[src/rtl/oam_dma_ctrl.sv]
// Sprite OAM DMA: a CPU write to P_trig_addr halts the CPU and copies page {page,00..FF} to P_dst_addr.
// Outputs registered; one state step per I_phy2 strobe; I_phy2 low freezes everything.
module oam_dma_ctrl #(
  parameter logic [15:0] P_trig_addr = 16'h4014,
  parameter logic [15:0] P_dst_addr  = 16'h2004
) (
  input  logic        I_clock,
  input  logic        I_reset,
  input  logic        I_phy2,
  input  logic [15:0] I_cpu_addr,
  input  logic        I_cpu_rdwr,
  input  logic [7:0]  I_cpu_wr_data,
  input  logic [7:0]  I_bus_rd_data,
  output logic        O_ready,
  output logic        O_bus_own,
  output logic [15:0] O_addr,
  output logic        O_rdwr,
  output logic [7:0]  O_wr_data,
  output logic        O_busy
);

  typedef enum logic [2:0] {
    S_IDLE,
    S_HALT,
    S_ALIGN,
    S_READ,
    S_WRITE
  } state_t;

  state_t      state_q, state_d;
  logic        parity_q, parity_d;
  logic [7:0]  page_q, page_d;
  logic [7:0]  index_q, index_d;
  logic [7:0]  wr_data_q, wr_data_d;
  logic        ready_q, ready_d;
  logic        own_q, own_d;
  logic        rdwr_q, rdwr_d;
  logic        busy_q, busy_d;
  logic [15:0] addr_q, addr_d;

  always_comb begin
    state_d   = state_q;
    parity_d  = parity_q;
    page_d    = page_q;
    index_d   = index_q;
    wr_data_d = wr_data_q;
    if (I_phy2) begin
      parity_d = ~parity_q;
      case (state_q)
        S_IDLE: begin
          if (!I_cpu_rdwr && (I_cpu_addr == P_trig_addr)) begin
            page_d  = I_cpu_wr_data;
            index_d = 8'h00;
            state_d = S_HALT;
          end
        end
        S_HALT: begin
          // Reads must land on get cycles; parity after this cycle is ~parity_q.
          if (I_cpu_rdwr) begin
            state_d = parity_q ? S_READ : S_ALIGN;
          end
        end
        S_ALIGN: state_d = S_READ;
        S_READ: begin
          wr_data_d = I_bus_rd_data;
          state_d   = S_WRITE;
        end
        S_WRITE: begin
          index_d = index_q + 8'h01;
          state_d = (index_q == 8'hFF) ? S_IDLE : S_READ;
        end
        default: state_d = S_IDLE;
      endcase
    end

    // Outputs follow the state being entered so they are registered yet current.
    ready_d = (state_d == S_IDLE);
    busy_d  = (state_d != S_IDLE);
    own_d   = (state_d == S_ALIGN) || (state_d == S_READ) || (state_d == S_WRITE);
    rdwr_d  = (state_d != S_WRITE);
    addr_d  = addr_q;
    if (state_d == S_WRITE) begin
      addr_d = P_dst_addr;
    end else if ((state_d == S_ALIGN) || (state_d == S_READ)) begin
      addr_d = {page_d, index_d};
    end
  end

  always_ff @(posedge I_clock) begin
    if (!I_reset) begin
      state_q   <= S_IDLE;
      parity_q  <= 1'b0;
      page_q    <= 8'h00;
      index_q   <= 8'h00;
      wr_data_q <= 8'h00;
      ready_q   <= 1'b1;
      own_q     <= 1'b0;
      rdwr_q    <= 1'b1;
      busy_q    <= 1'b0;
      addr_q    <= 16'h0000;
    end else begin
      state_q   <= state_d;
      parity_q  <= parity_d;
      page_q    <= page_d;
      index_q   <= index_d;
      wr_data_q <= wr_data_d;
      ready_q   <= ready_d;
      own_q     <= own_d;
      rdwr_q    <= rdwr_d;
      busy_q    <= busy_d;
      addr_q    <= addr_d;
    end
  end

  assign O_ready   = ready_q;
  assign O_bus_own = own_q;
  assign O_addr    = addr_q;
  assign O_rdwr    = rdwr_q;
  assign O_wr_data = wr_data_q;
  assign O_busy    = busy_q;

endmodule

[config.mk]
export PLATFORM = sky130hd
export DESIGN_NAME = oam_dma_ctrl
export DESIGN_NICKNAME = d
export VERILOG_FILES = /design/src/rtl/oam_dma_ctrl.sv
export SDC_FILE = /design/constraint.sdc
export NUM_CORES = 1
export LEC_CHECK = 0
export ABC_CLOCK_PERIOD_IN_PS = 3900
export BUFFER_PORTS_ARGS = -buffer_cell sky130_fd_sc_hd__buf_2
export CAP_MARGIN = 20
export CORE_MARGIN = 5
export CORE_UTILIZATION = 50
export CTS_CLUSTER_DIAMETER = 80
export CTS_CLUSTER_SIZE = 10
export DETAILED_ROUTE_END_ITERATION = 10
export PLACE_DENSITY = 0.78
export SYNTH_ARGS = -nofsm -noshare
export SYNTH_HDL_FRONTEND = slang
export SYNTH_SLANG_ARGS = --single-unit
export TNS_END_PERCENT = 1
[constraint.sdc]
create_clock -name I_clock -period 3.9 [get_ports I_clock]
set_clock_uncertainty 0.1 [all_clocks]
set_input_delay 0.78 -clock I_clock [delete_from_list [all_inputs] [get_ports I_clock]]
set_output_delay 0.78 -clock I_clock [all_outputs]
set_load 0.03 [all_outputs]
Word-level counts from Yosys, hierarchy flattened

Index checks and enable logic that the tools add are counted.
Widths: inputs -> output; s select.

Bits in registers: 48
Input port bits: 36
Output and inout port bits: 28

Add/sub/neg operators: 1
Equal/unequal tests: 10
Muxes and demuxes: 14
Bitwise gates (word level): 2
Reductions and logical operators: 10

Operators by type and width:

| operator             | count |
|---|---|
| $mux 8               | 5 |
| $mux 14              | 2 |
| $eq 16x15->1 const B | 1 |
| $pmux 8 s2           | 1 |
| $pmux 3 s5           | 1 |
| $eq 3x2->1 const B   | 4 |
| $mux 3               | 3 |
| $add 8x1->8 const B  | 1 |
| $eq 8x8->1 const B   | 1 |
| $eq 3x3->1 const B   | 2 |
| $logic_not 3->1      | 2 |
| $eq 3x1->1 const B   | 1 |
| $ne 3x3->1 const B   | 1 |
| $reduce_bool 3->1    | 1 |
| $logic_or 1x1->1     | 2 |
| $mux 2               | 1 |
| $not 1->1            | 2 |
| $reduce_and 2->1     | 1 |
| $reduce_bool 2->1    | 1 |
| $reduce_or 2->1      | 1 |
| $logic_and 1x1->1    | 1 |
| $logic_not 1->1      | 1 |
| $mux 1               | 1 |

Depth between registers and ports, before layout

Word-level depth: 9
Depth in mapped cells: 7
Mapped depth without buffers: 6

Worst setup path before layout

Ideal clock, no wire load.

Path type: input-to-reg
Start point: input port I_cpu_addr[5]
End point: register page_q[4]
Setup time: 114 ps
Arrival time: 2030 ps
Setup slack: 1656 ps
Cell stages on the path: 6
Buffers on the path: 1
Path through: nor4b_2 nand3b_1 nor4_2 buf_6 mux2i_1 and2b_1

Word-level cells in the longest chain between the ends: 5

RTL lines:

| item                 | line | source |
|---|---|---|
| start, declared      | 10   | `input logic [15:0] I_cpu_addr,` |
| $eq 16x15->1         | 51   | `if (!I_cpu_rdwr && (I_cpu_addr == P_trig_addr)) begin` |
| $logic_and 1x1->1    | 51   |  |
| $mux 8               | 51   |  |
| $mux 8               | 49   | `case (state_q)` |
| $mux 8               | 47   | `if (I_phy2) begin` |
| end signal, assigned | 104  | `page_q <= page_d;` |
| end, declared        | 32   | `logic [7:0] page_q, page_d;` |

No other way between the ends.
A chain may end at the register's enable or synchronous reset.

Worst setup path after layout

Start point: input port I_phy2
End point: register addr_q[6] (netlist: O_addr[6])

Word-level cells in the longest chain between the ends: 3
Elaborated cells on any way between the ends: 7
Classes of those cells: eq/ne (3); mux (2); reduce/logical (2)

RTL lines:

| item                                                          | line   | source |
|---|---|---|
| start, declared                                               | 9      | `input logic I_phy2,` |
| $mux 3                                                        | 47     |  |
| $eq 3x3->1 or $eq 3x2->1 (tied branches)                      | 82, 84 |  |
| $reduce_or 2->1 (no line) or $logic_or 1x1->1 (tied branches) | -      |  |
| end signal, assigned                                          | 111    | `addr_q <= addr_d;` |
| end, declared                                                 | 39     | `logic [15:0] addr_q, addr_d;` |

Several ways; a longest one is shown, not always the timed one.

==> flow_summary.yaml <==
flow_run:
  drv_cap: 0
grt:
  grt_max_degree: 36
  first_global_vias: 1588
  grt_usage_pct: 16.7
  grt_overflow: 0
  grt_pass1_wl_mm: 7.29
  antenna_found_initial: 0
logic_synthesis:
  synthArstFlopShare_pct: 0
  avgSynthCellArea_um2: 9.40
  synth_top_area_cell: "dfxtp_1"
  yosys-top-cells-area: "dfxtp_1, nand2_1, a211oi_2, a21boi_0, mux2i_1"
  synth_cell_types: 52
  synth_seq_area_share_pct: 45.9
  yosysWarnings: 0
  yosys.area.top_type_share_pct: 45.9
  synth_edf_count: 0
  ys_ff_latch: 48
  netlist_area_um2: 2100
  synth_cells: 223
  ys.flop_type: "dfxtp_1"
  synthesis.nets: 260
placed_design:
  io_buffers: 63
  dp_hpwl_mm: 3.25
  post-place-ws_ns: 1.36
  routabilityCongestion: 0.807
  dpl.cell_count: 328
clock_tree:
  ctsHtreeMaxLevel: 2
  clk_pin_slew_ns: 0.07
  cts_root_buffer: "clkbuf_8"
  postCtsSetupBuffers: 0
  cts_buffers: 5
  clock_tree.buffer_depth: 2
  insertion_delay_ns: 0.30
  cts_tree: "done"
  cts.sinks: 48
  cts.repair.resized: 0
  postCtsHoldBufs: 0
worst_setup_path:
  cp_max_fo: 28
  critPathTopFamily: "compound AO/OA/AOI/OAI gates"
  max_stage_delay_ns: 0.62
  r2r_end: "O_addr[13]$_SDFFE_PN0P_"
  r2r_cells: 6
  worst_path_max_delay_cell: "o21ai_4"
  worstSetupEndpointType: "flop"
  crit_path_start_kind: "primary input"
  worstPathRequired_ns: 4.03
  path_class: "in -> reg"
  worst-path-buf-inv: 1
  worstSetupStartpoint: "I_phy2"
  crit_top_cell: "a21oi_1"
  timing.critical_path.cells: "buf_2 -> and4b_1 -> a21oi_1 -> o21ai_4 -> o221ai_1 -> a21oi_1"
  reg2reg_slack_ns: 1.89
  r2r_start: "index_q[0]$_SDFF_PN0_"
  arrival_ns: 2.35
run_status:
  outcome: "complete, no violations"
hold_path:
  worstHoldPathCells: 2
  min_to: "O_addr[3]$_SDFFE_PP0P_"
  hold_path_class: "reg -> reg"
  hp-start: "O_addr[3]$_SDFFE_PP0P_"
layout:
  diodes: 0
  drive_above_1_share_pct: 31.9
  final_cell_mix: "buf_2, dfxtp_1, nand2_1"
  stdcell_count: 335
  multi_input_area_um2: 1050
  area_growth_pct: 19.6
  regArea_um2: 961
  nets: 322
  fill_cells: 368
  final_common_cell: "buf_2"
timing:
  tns_ns: 0
  finalMaxSlewViolations: 0
  rsz0062_at_grt: "no"
  period_minus_slack_ns: 2.22
  period_share_pct: 56.8
  maxSlewHeadroom_pct: 41.8
  setup-violations-final: 0
  layout_setup_ws_ns: 1.68
  fmax_ghz: 0.451
  hold_viol_final: 0
  worst_pin_slew_ns: 0.866
floorplan:
  coreArea_um2: 4030
  start_util_pct: 52.0
  die_width_um: 74.7
  row_count: 23
  die_h_um: 74.7
  design.die.area_um2: 5590
  io_pins: 64
detailed_routing:
  wire_per_inst_um: 13.3
  maxUsedRoutingLayer: "met4"
  drt_iter0_markers: 107
  vias: 1759
  viasPerCell: 5.25
  wl_mm: 4.47
  ant_nets: 0
  wl_met1_mm: 2.05
  route.detailed.drc: 0
  dr.pass1.iters: 4
  wl_met2_mm: 2.07
  dr_wl_met3_um: 314
power:
  peakVddDrop_mv: 0.231
  cellLeakagePower_nw: 1.02
  p_per_area_nw_per_um2: 321
-- through the flow --
stage	power [mW]	hold slack (ns)	util [%]	area [um2]
floorplan	0.519	0.336	-	2100
global placement	0.541	0.339	60.3	2430
detailed placement	0.542	0.346	60.3	2430
global route	0.836	0.394	62.2	2510
CTS	0.811	0.358	62.2	2510
finish	0.804	0.356	62.2	2510
-- cell type report --
cell class,count,area share [%]
Clock buffer,6,2.90
Clock inverter,1,0.200
Inverter,6,0.899
Multi-Input combinational cell,159,42.0
Sequential cell,48,38.3
Tap cell,50,2.50
Timing Repair Buffer,65,13.2
-- metal layers --
layer	vias up	global-route usage, %
li1	921	-
met4	0	5.93
met3	7	4.27
met2	44	26.6
met1	787	22.1
met5	-	0
-- cells by family (layout without fill, tap and decap cells) --
group,count (synthesis),in the layout,synth area share (%)
buffers and inverters,16,78,3.94
xor gates and xnor gates,3,3,1.25
DFF,48,48,45.9
adders and majority gates,1,1,0.597
AOI/OAI and AO/OA,59,59,22.0
muxes,7,7,3.34
and+or+nand+nor,89,89,23.0
-- worst max-delay path by stage --
stage	end	cells past startpoint
floorplan	page_q[4]$_SDFF_PN0_	6
global placement	O_addr[6]$_SDFFE_PP0P_	6
detailed placement	O_addr[6]$_SDFFE_PP0P_	6
CTS	O_addr[6]$_SDFFE_PP0P_	6
global route	O_addr[6]$_SDFFE_PP0P_	6
finish	O_addr[6]$_SDFFE_PP0P_	6
-- flip-flops by register name, indices dropped and copies added, names as in the netlist, 3 cells and up --
signal     count
O_addr        16
O_wr_data      8
index_q        8
page_q         8
state_q        3
-- tightest hold or removal path, delay by kind of cell, from the launching register on --
| family | cells | cell delay (ns) |
|---|---|---|
| flops | 1 | 0.31 |
| compound gates | 1 | 0.05 |
| simple gates | 1 | 0.05 |
-- Yosys cell counts (2+ instances only) --
cell type	number
a211oi_1	4
and2_1	4
o221ai_1	2
o21a_1	2
nor3_1	4
nand3b_1	2
nor2b_1	6
xor2_1	2
o31ai_1	3
nand2_1	30
buf_4	3
nand3_1	7
mux2i_1	7
o211ai_1	5
a21o_1	2
nor3b_1	2
and2b_2	2
o21ai_0	3
o211a_1	2
a21oi_1	11
and2b_1	2
nor4_1	4
buf_2	3
or3_1	2
clkbuf_1	3
inv_1	5
a21boi_0	10
nor2_1	13
a211oi_2	6
dfxtp_1	48
nand4_1	3
-- report_power, final --
part           total (mW)  switching [mW]  internal, mW  leakage [nW]
Sequential          0.492        0.000894         0.491         0.387
Combinational      0.0383          0.0184        0.0200         0.594
Clock               0.274           0.152         0.122        0.0410
Total               0.804           0.172         0.633          1.02
Power figures use the tool's default switching activity.
